**src/rtl/spi_sync_filter_buffer_pkg.sv**
```systemverilog
// spi_sync_filter_buffer_pkg: SPI mode encodings, default channel indices, filter helpers.
package spi_sync_filter_buffer_pkg;
  typedef enum logic [1:0] {MODE0 = 2'b00, MODE1 = 2'b01, MODE2 = 2'b10, MODE3 = 2'b11} spi_mode_e;
  localparam int DEF_SCK_IDX  = 0;
  localparam int DEF_CS_IDX   = 1;
  localparam int DEF_MOSI_IDX = 2;
  function automatic int cnt_width(input int filter_len);
    return (filter_len > 1) ? $clog2(filter_len) : 1;
  endfunction
endpackage

```
**src/rtl/spi_sync_filter_buffer_if.sv**
```systemverilog
// spi_sync_filter_buffer_if: raw pad inputs, mode controls and conditioned outputs.
interface spi_sync_filter_buffer_if #(parameter int NUM_CH = 3);
  logic              i_EN;
  logic [NUM_CH-1:0] i_D;
  logic              i_CPOL;
  logic              i_CPHA;
  logic [NUM_CH-1:0] o_Q;
  logic [NUM_CH-1:0] o_RISE;
  logic [NUM_CH-1:0] o_FALL;
  logic              o_SAMPLE;
  logic              o_SHIFT;
  logic              o_CS_START;
  logic              o_CS_END;
  modport slave (input i_EN, i_D, i_CPOL, i_CPHA,
                 output o_Q, o_RISE, o_FALL, o_SAMPLE, o_SHIFT, o_CS_START, o_CS_END);
  modport master (output i_EN, i_D, i_CPOL, i_CPHA,
                  input o_Q, o_RISE, o_FALL, o_SAMPLE, o_SHIFT, o_CS_START, o_CS_END);
endinterface

```
**src/rtl/spi_sync_filter_buffer_deglitch_ch.sv**
```systemverilog
// spi_deglitch_ch: one channel's synchroniser, stable-sample filter and edge pulses.
module spi_deglitch_ch
  import spi_sync_filter_buffer_pkg::*;
#(
  parameter int   SYNC_DEPTH = 2,
  parameter int   FILTER_LEN = 1,
  parameter logic RESET_BIT  = 1'b0
) (
  input  logic i_CLK,
  input  logic i_RST_N,
  input  logic i_EN,
  input  logic i_D,
  output logic o_Q,
  output logic o_RISE,
  output logic o_FALL
);
  localparam int CW = cnt_width(FILTER_LEN);
  logic [SYNC_DEPTH-1:0] r_sync;
  logic [CW-1:0]         r_cnt;
  logic                  r_q;
  logic                  r_rise;
  logic                  r_fall;
  logic                  w_v;
  logic                  w_upd;
  assign w_v   = r_sync[SYNC_DEPTH-1];
  assign w_upd = (w_v != r_q) && (r_cnt == CW'(FILTER_LEN - 1));
  // Any sample that agrees with the current level restarts the stability count.
  always_ff @(posedge i_CLK or negedge i_RST_N) begin
    if (!i_RST_N) begin
      r_sync <= {SYNC_DEPTH{RESET_BIT}};
      r_cnt  <= '0;
      r_q    <= RESET_BIT;
      r_rise <= 1'b0;
      r_fall <= 1'b0;
    end else if (i_EN) begin
      r_sync <= {r_sync[SYNC_DEPTH-2:0], i_D};
      r_cnt  <= (w_v == r_q || w_upd) ? '0 : r_cnt + CW'(1);
      r_q    <= w_upd ? w_v : r_q;
      r_rise <= w_upd & w_v;
      r_fall <= w_upd & ~w_v;
    end else begin
      r_rise <= 1'b0;
      r_fall <= 1'b0;
    end
  end
  assign o_Q    = r_q;
  assign o_RISE = r_rise;
  assign o_FALL = r_fall;
endmodule

```
**src/rtl/spi_sync_filter_buffer.sv**
```systemverilog
// spi_sync_filter_buffer: per-channel pad conditioning plus SPI mode strobe decode.
module spi_sync_filter_buffer
  import spi_sync_filter_buffer_pkg::*;
#(
  parameter int                NUM_CH     = 3,
  parameter int                SYNC_DEPTH = 2,
  parameter int                FILTER_LEN = 1,
  parameter logic [NUM_CH-1:0] RESET_VAL  = 3'b010,
  parameter int                SCK_IDX    = DEF_SCK_IDX,
  parameter int                CS_IDX     = DEF_CS_IDX
) (
  input logic                     i_CLK,
  input logic                     i_RST_N,
  spi_sync_filter_buffer_if.slave bus
);
  localparam bit LEGAL = (NUM_CH >= 2) && (SYNC_DEPTH >= 2) && (FILTER_LEN >= 1) &&
                         (SCK_IDX >= 0) && (SCK_IDX < NUM_CH) &&
                         (CS_IDX >= 0) && (CS_IDX < NUM_CH) && (SCK_IDX != CS_IDX);
  if (!LEGAL) begin : g_bad_params
    $error("spi_sync_filter_buffer: illegal parameter combination");
  end
  logic [NUM_CH-1:0] w_q;
  logic [NUM_CH-1:0] w_rise;
  logic [NUM_CH-1:0] w_fall;
  for (genvar g = 0; g < NUM_CH; g++) begin : g_ch
    spi_deglitch_ch #(
      .SYNC_DEPTH(SYNC_DEPTH),
      .FILTER_LEN(FILTER_LEN),
      .RESET_BIT (RESET_VAL[g])
    ) u_ch (
      .i_CLK  (i_CLK),
      .i_RST_N(i_RST_N),
      .i_EN   (bus.i_EN),
      .i_D    (bus.i_D[g]),
      .o_Q    (w_q[g]),
      .o_RISE (w_rise[g]),
      .o_FALL (w_fall[g])
    );
  end
  spi_mode_e w_mode;
  logic      w_lead;
  logic      w_trail;
  logic      w_act;
  logic      w_cpha;
  // Strobes use the already-updated CS level, so a CS fall in the same cycle still qualifies.
  always_comb begin
    w_mode  = spi_mode_e'({bus.i_CPOL, bus.i_CPHA});
    w_cpha  = (w_mode == MODE1) || (w_mode == MODE3);
    w_lead  = (w_mode == MODE2 || w_mode == MODE3) ? w_fall[SCK_IDX] : w_rise[SCK_IDX];
    w_trail = (w_mode == MODE2 || w_mode == MODE3) ? w_rise[SCK_IDX] : w_fall[SCK_IDX];
    w_act   = ~w_q[CS_IDX];
  end
  assign bus.o_Q        = w_q;
  assign bus.o_RISE     = w_rise;
  assign bus.o_FALL     = w_fall;
  assign bus.o_SAMPLE   = w_act & (w_cpha ? w_trail : w_lead);
  assign bus.o_SHIFT    = w_act & (w_cpha ? w_lead : w_trail);
  assign bus.o_CS_START = w_fall[CS_IDX];
  assign bus.o_CS_END   = w_rise[CS_IDX];
endmodule
```
**src/flat_wrapper.sv**
```systemverilog
// flat-port wrapper written by rule: the top's interface ports become plain ports
module spi_sync_filter_buffer_flat import spi_sync_filter_buffer_pkg::*;
#(
  parameter int                NUM_CH     = 3,
  parameter int                SYNC_DEPTH = 2,
  parameter int                FILTER_LEN = 1,
  parameter logic [NUM_CH-1:0] RESET_VAL  = 3'b010,
  parameter int                SCK_IDX    = DEF_SCK_IDX,
  parameter int                CS_IDX     = DEF_CS_IDX
)
  (i_CLK, i_RST_N, bus_i_EN, bus_i_D, bus_i_CPOL, bus_i_CPHA, bus_o_Q, bus_o_RISE, bus_o_FALL, bus_o_SAMPLE, bus_o_SHIFT, bus_o_CS_START, bus_o_CS_END);
  spi_sync_filter_buffer_if #(.NUM_CH(NUM_CH)) bus_i ();
  input logic i_CLK;
  input logic i_RST_N;
  input wire logic [$bits(bus_i.i_EN)-1:0] bus_i_EN;
  input wire logic [$bits(bus_i.i_D)-1:0] bus_i_D;
  input wire logic [$bits(bus_i.i_CPOL)-1:0] bus_i_CPOL;
  input wire logic [$bits(bus_i.i_CPHA)-1:0] bus_i_CPHA;
  output wire logic [$bits(bus_i.o_Q)-1:0] bus_o_Q;
  output wire logic [$bits(bus_i.o_RISE)-1:0] bus_o_RISE;
  output wire logic [$bits(bus_i.o_FALL)-1:0] bus_o_FALL;
  output wire logic [$bits(bus_i.o_SAMPLE)-1:0] bus_o_SAMPLE;
  output wire logic [$bits(bus_i.o_SHIFT)-1:0] bus_o_SHIFT;
  output wire logic [$bits(bus_i.o_CS_START)-1:0] bus_o_CS_START;
  output wire logic [$bits(bus_i.o_CS_END)-1:0] bus_o_CS_END;
  assign bus_i.i_EN = bus_i_EN;
  assign bus_i.i_D = bus_i_D;
  assign bus_i.i_CPOL = bus_i_CPOL;
  assign bus_i.i_CPHA = bus_i_CPHA;
  assign bus_o_Q = bus_i.o_Q;
  assign bus_o_RISE = bus_i.o_RISE;
  assign bus_o_FALL = bus_i.o_FALL;
  assign bus_o_SAMPLE = bus_i.o_SAMPLE;
  assign bus_o_SHIFT = bus_i.o_SHIFT;
  assign bus_o_CS_START = bus_i.o_CS_START;
  assign bus_o_CS_END = bus_i.o_CS_END;
  spi_sync_filter_buffer #(.NUM_CH(NUM_CH), .SYNC_DEPTH(SYNC_DEPTH), .FILTER_LEN(FILTER_LEN), .RESET_VAL(RESET_VAL), .SCK_IDX(SCK_IDX), .CS_IDX(CS_IDX)) u_core (.i_CLK(i_CLK), .i_RST_N(i_RST_N), .bus(bus_i));
endmodule
```
**config.mk**
```make
export PLATFORM = sky130hd
export DESIGN_NAME = spi_sync_filter_buffer_flat
export DESIGN_NICKNAME = d
export VERILOG_FILES = /design/src/rtl/spi_sync_filter_buffer_pkg.sv /design/src/rtl/spi_sync_filter_buffer_if.sv /design/src/rtl/spi_sync_filter_buffer_deglitch_ch.sv /design/src/rtl/spi_sync_filter_buffer.sv /design/src/flat_wrapper.sv
export SDC_FILE = /design/constraint.sdc
export NUM_CORES = 1
export LEC_CHECK = 0
export CORE_UTILIZATION = 46
export DETAILED_ROUTE_END_ITERATION = 12
export PLACE_DENSITY = 0.72
export SYNTH_ARGS = -nofsm -noshare
export SYNTH_HDL_FRONTEND = slang
export SYNTH_SLANG_ARGS = --single-unit
export TNS_END_PERCENT = 30
```
**constraint.sdc**
```tcl
create_clock -name i_CLK -period 1.2 [get_ports i_CLK]
set_input_delay 0.24 -clock i_CLK [delete_from_list [all_inputs] [get_ports i_CLK]]
set_output_delay 0.24 -clock i_CLK [all_outputs]
set_load 0.1 [all_outputs]
```
==> run_results.csv <==
group,metric,value,unit
run_status,outcome,"finished, violations left",
synth,ys.warnings.count,0,
job,max_cap_violations,0,
synth,synth_seq_area_share,57.71,%
timing,report.final.slew_viol_count,0,
clocking,post_cts_buffers,0,
min_path,hold_class,"in -> async",
timing,fin_tns_setup,-817.6,ps
floorplanning,rows,14,
clocking,cts_buffers,3,
synth,synth-main-ff-cell,"dfrtp_1",
synth,ys_top_cells_by_count,"15 x dfrtp_1, 9 x buf_4, 8 x mux2_2, 4 x and2b_2",
synth,netlist-cell-type-count,14,
route,dr.pass1.iters,7,
synth,syn_avg_cell_area,14.57,um^2
grt,track_usage,15.08,%
floorplanning,dieHeight,43.36,um
critical_path,r2r-start,"u_core.g_ch[1].u_ch.r_cnt$_DFFE_PN0P_",
grt,grt_max_degree,19,
timing,setup_slack,-280.2,ps
floorplanning,chipWidth,43.36,um
synth,synth_edf_count,0,
critical_path,cp.arrival,1240,ps
finish,nNetsFinal,84,
timing,rsz0062_at_grt,"yes",
power_and_ir_drop,p_total,1.962,mW
placement,gp_congestion,0.6699,
placement,place_ws,-542.0,ps
timing,finalSetupViolations,5,
route,dr.first_iter.drc_count,12,
floorplanning,dieArea,1880,um^2
critical_path,cp-end-kind,"primary output",
clocking,cts_tree,"yes",
route,vias_per_cell,5.132,
synth,syn_area,787.0,um^2
timing,relSlewSlack,84.62,%
critical_path,worstSetupPathType,"in -> out",
grt,antenna_found_initial,0,
power_and_ir_drop,vdd_drop_max,0.001144,V
placement,portBuffers,20,
power_and_ir_drop,powerDensity,1617,nW/um^2
clocking,clock_latency,290,ps
floorplanning,core_area,1559,um^2
route,drc_errors,8,
critical_path,cp.required,960,ps
clocking,htreeDepth,1,
timing,hold_viol_final,0,
timing,min_period_over_period,123.3,%
clocking,cts_buffer_depth,2,
route,routedWlPerCell,12.36,um
critical_path,crit_path_start_kind,"input port",
finish,drive_above_1_share,69.33,%
synth,synth_top_area_share,47.69,%
synth,syn-num-nets,62,
run_status,violations,"DRC, setup timing",
grt,grt_overflow,0,
clocking,ctsHoldBuffers,0,
timing,finalCriticalPeriod,1480,ps
route,routed-via-count,467,
synth,synth_seq_cells,18,
grt,grt_pass1_vias,464,
timing,fin_skew,2.535,ps
grt,grt_first_pass_wirelength,2007,um
synth,synth_top_area_cell,"dfrtp_1",
critical_path,crit_start,"bus_i_CPHA",
route,routed_wl,1125,um
power_and_ir_drop,leakagePower,0.5556,nW
synth,async_reset_ff_share,100.0,%
finish,antennaDiodeCount,0,
synth,synthTopCellsByArea,"dfrtp_1 48%, mux2_2 11%, dfstp_2 10%",
floorplanning,start_util,50.48,%
finish,area_growth,54.21,%
synth,postSynthCellCount,54,
route,ant_nets,0,
synth,yosysMostFrequentCell,"dfrtp_1",
critical_path,crit_fanout,2,
timing,tightest_slew,230.7,ps
clocking,cts_sinks,18,
floorplanning,ios,21,
clocking,clockRootBuffer,"clkbuf_4",
clocking,path_clk_slew,100,ps
timing,fmax,0.6756,GHz
## final timing paths
path | depth (start not counted) | slack (ps) | to
worst min-delay path | 2 | 270 | u_core.g_ch[2].u_ch.r_sync[1]$_DFFE_PN0P_
min in group i_CLK | 1 | 500 | u_core.g_ch[2].u_ch.o_FALL$_DFF_PN0_
worst min register to register | 1 | 500 | u_core.g_ch[2].u_ch.o_FALL$_DFF_PN0_
worst max register to register | 2 | 190 | u_core.g_ch[1].u_ch.o_Q$_DFFE_PN1P_
max in group asynchronous | 2 | 680 | u_core.g_ch[1].u_ch.o_Q$_DFFE_PN1P_
worst max-delay path | 4 | -280 | bus_o_SHIFT
## layout make-up
class | instances | area [um^2]
fillers | 95 | 345.3
flip-flops and latches | 18 | 457.9
clock buffers | 4 | 36.28
repair buffers | 27 | 386.6
well taps | 16 | 20.02
multi-input cells | 26 | 312.8
## worst max-delay path, stage by stage
cell	delay [ps]
dlygate4sd2_1	280
xnor2_4	230
mux2i_4	290
buf_12	190
## cells in the final DEF (no fill, tap or decap), types with 3 or more instances in the layout
cell | netlist | layout
buf_12 | 0 | 13
and2b_2 | 4 | 4
clkbuf_4 | 0 | 3
clkdlybuf4s50_1 | 0 | 5
dfrtp_2 | 0 | 3
mux2_2 | 8 | 8
dfstp_2 | 3 | 3
buf_4 | 9 | 6
dfrtp_1 | 15 | 12
## kinds of logic after synthesis
kind of cell | share of synthesized area, %
xor gates and xnor gates | 1.113
and+or+nand+nor | 15.26
buffers and inverters | 10.02
muxes | 15.90
DFF | 57.71
## repair_timing
item,in CTS,in global routing
endpoints found under the setup margin,5,7
gates cloned,0,0
pin swaps,1,0
resized for setup,5,1
## report_power, final
part | leakage [nW] | total, mW | internal [mW] | switching (mW)
sequential | 0.221 | 0.755 | 0.686 | 0.0698
combinational | 0.314 | 0.847 | 0.349 | 0.498
clock | 0.0210 | 0.360 | 0.185 | 0.175
total | 0.556 | 1.96 | 1.22 | 0.743
## metrics by stage
step,utilization [%],hold slack [ps],cell area (um^2),instances
CTS,77.77,274.2,1212,91
global placement,75.20,465.3,1172,87
global route,77.85,279.7,1214,91
detailed placement,75.20,474.8,1172,87
finish,77.85,265.8,1214,91
floorplan,-,-55.59,848.3,54
## routing by layer
metal	share of wire, %	track usage, %	vias up
met1	37	16.57	234
met5	0	0	-
met4	1.8	9.375	0
met2	54	25.15	18
met3	7.6	5.000	2
li1	-	-	213
## registers in the layout (all words and copies together) (netlist names)
| register | cells |
|---|---|
| u_core.g_ch.u_ch.o_FALL | 3 |
| u_core.g_ch.u_ch.r_cnt | 3 |
| u_core.g_ch.u_ch.o_RISE | 3 |
| u_core.g_ch.u_ch.r_sync | 6 |
| u_core.g_ch.u_ch.o_Q | 3 |
Power figures use the tool's default switching activity.
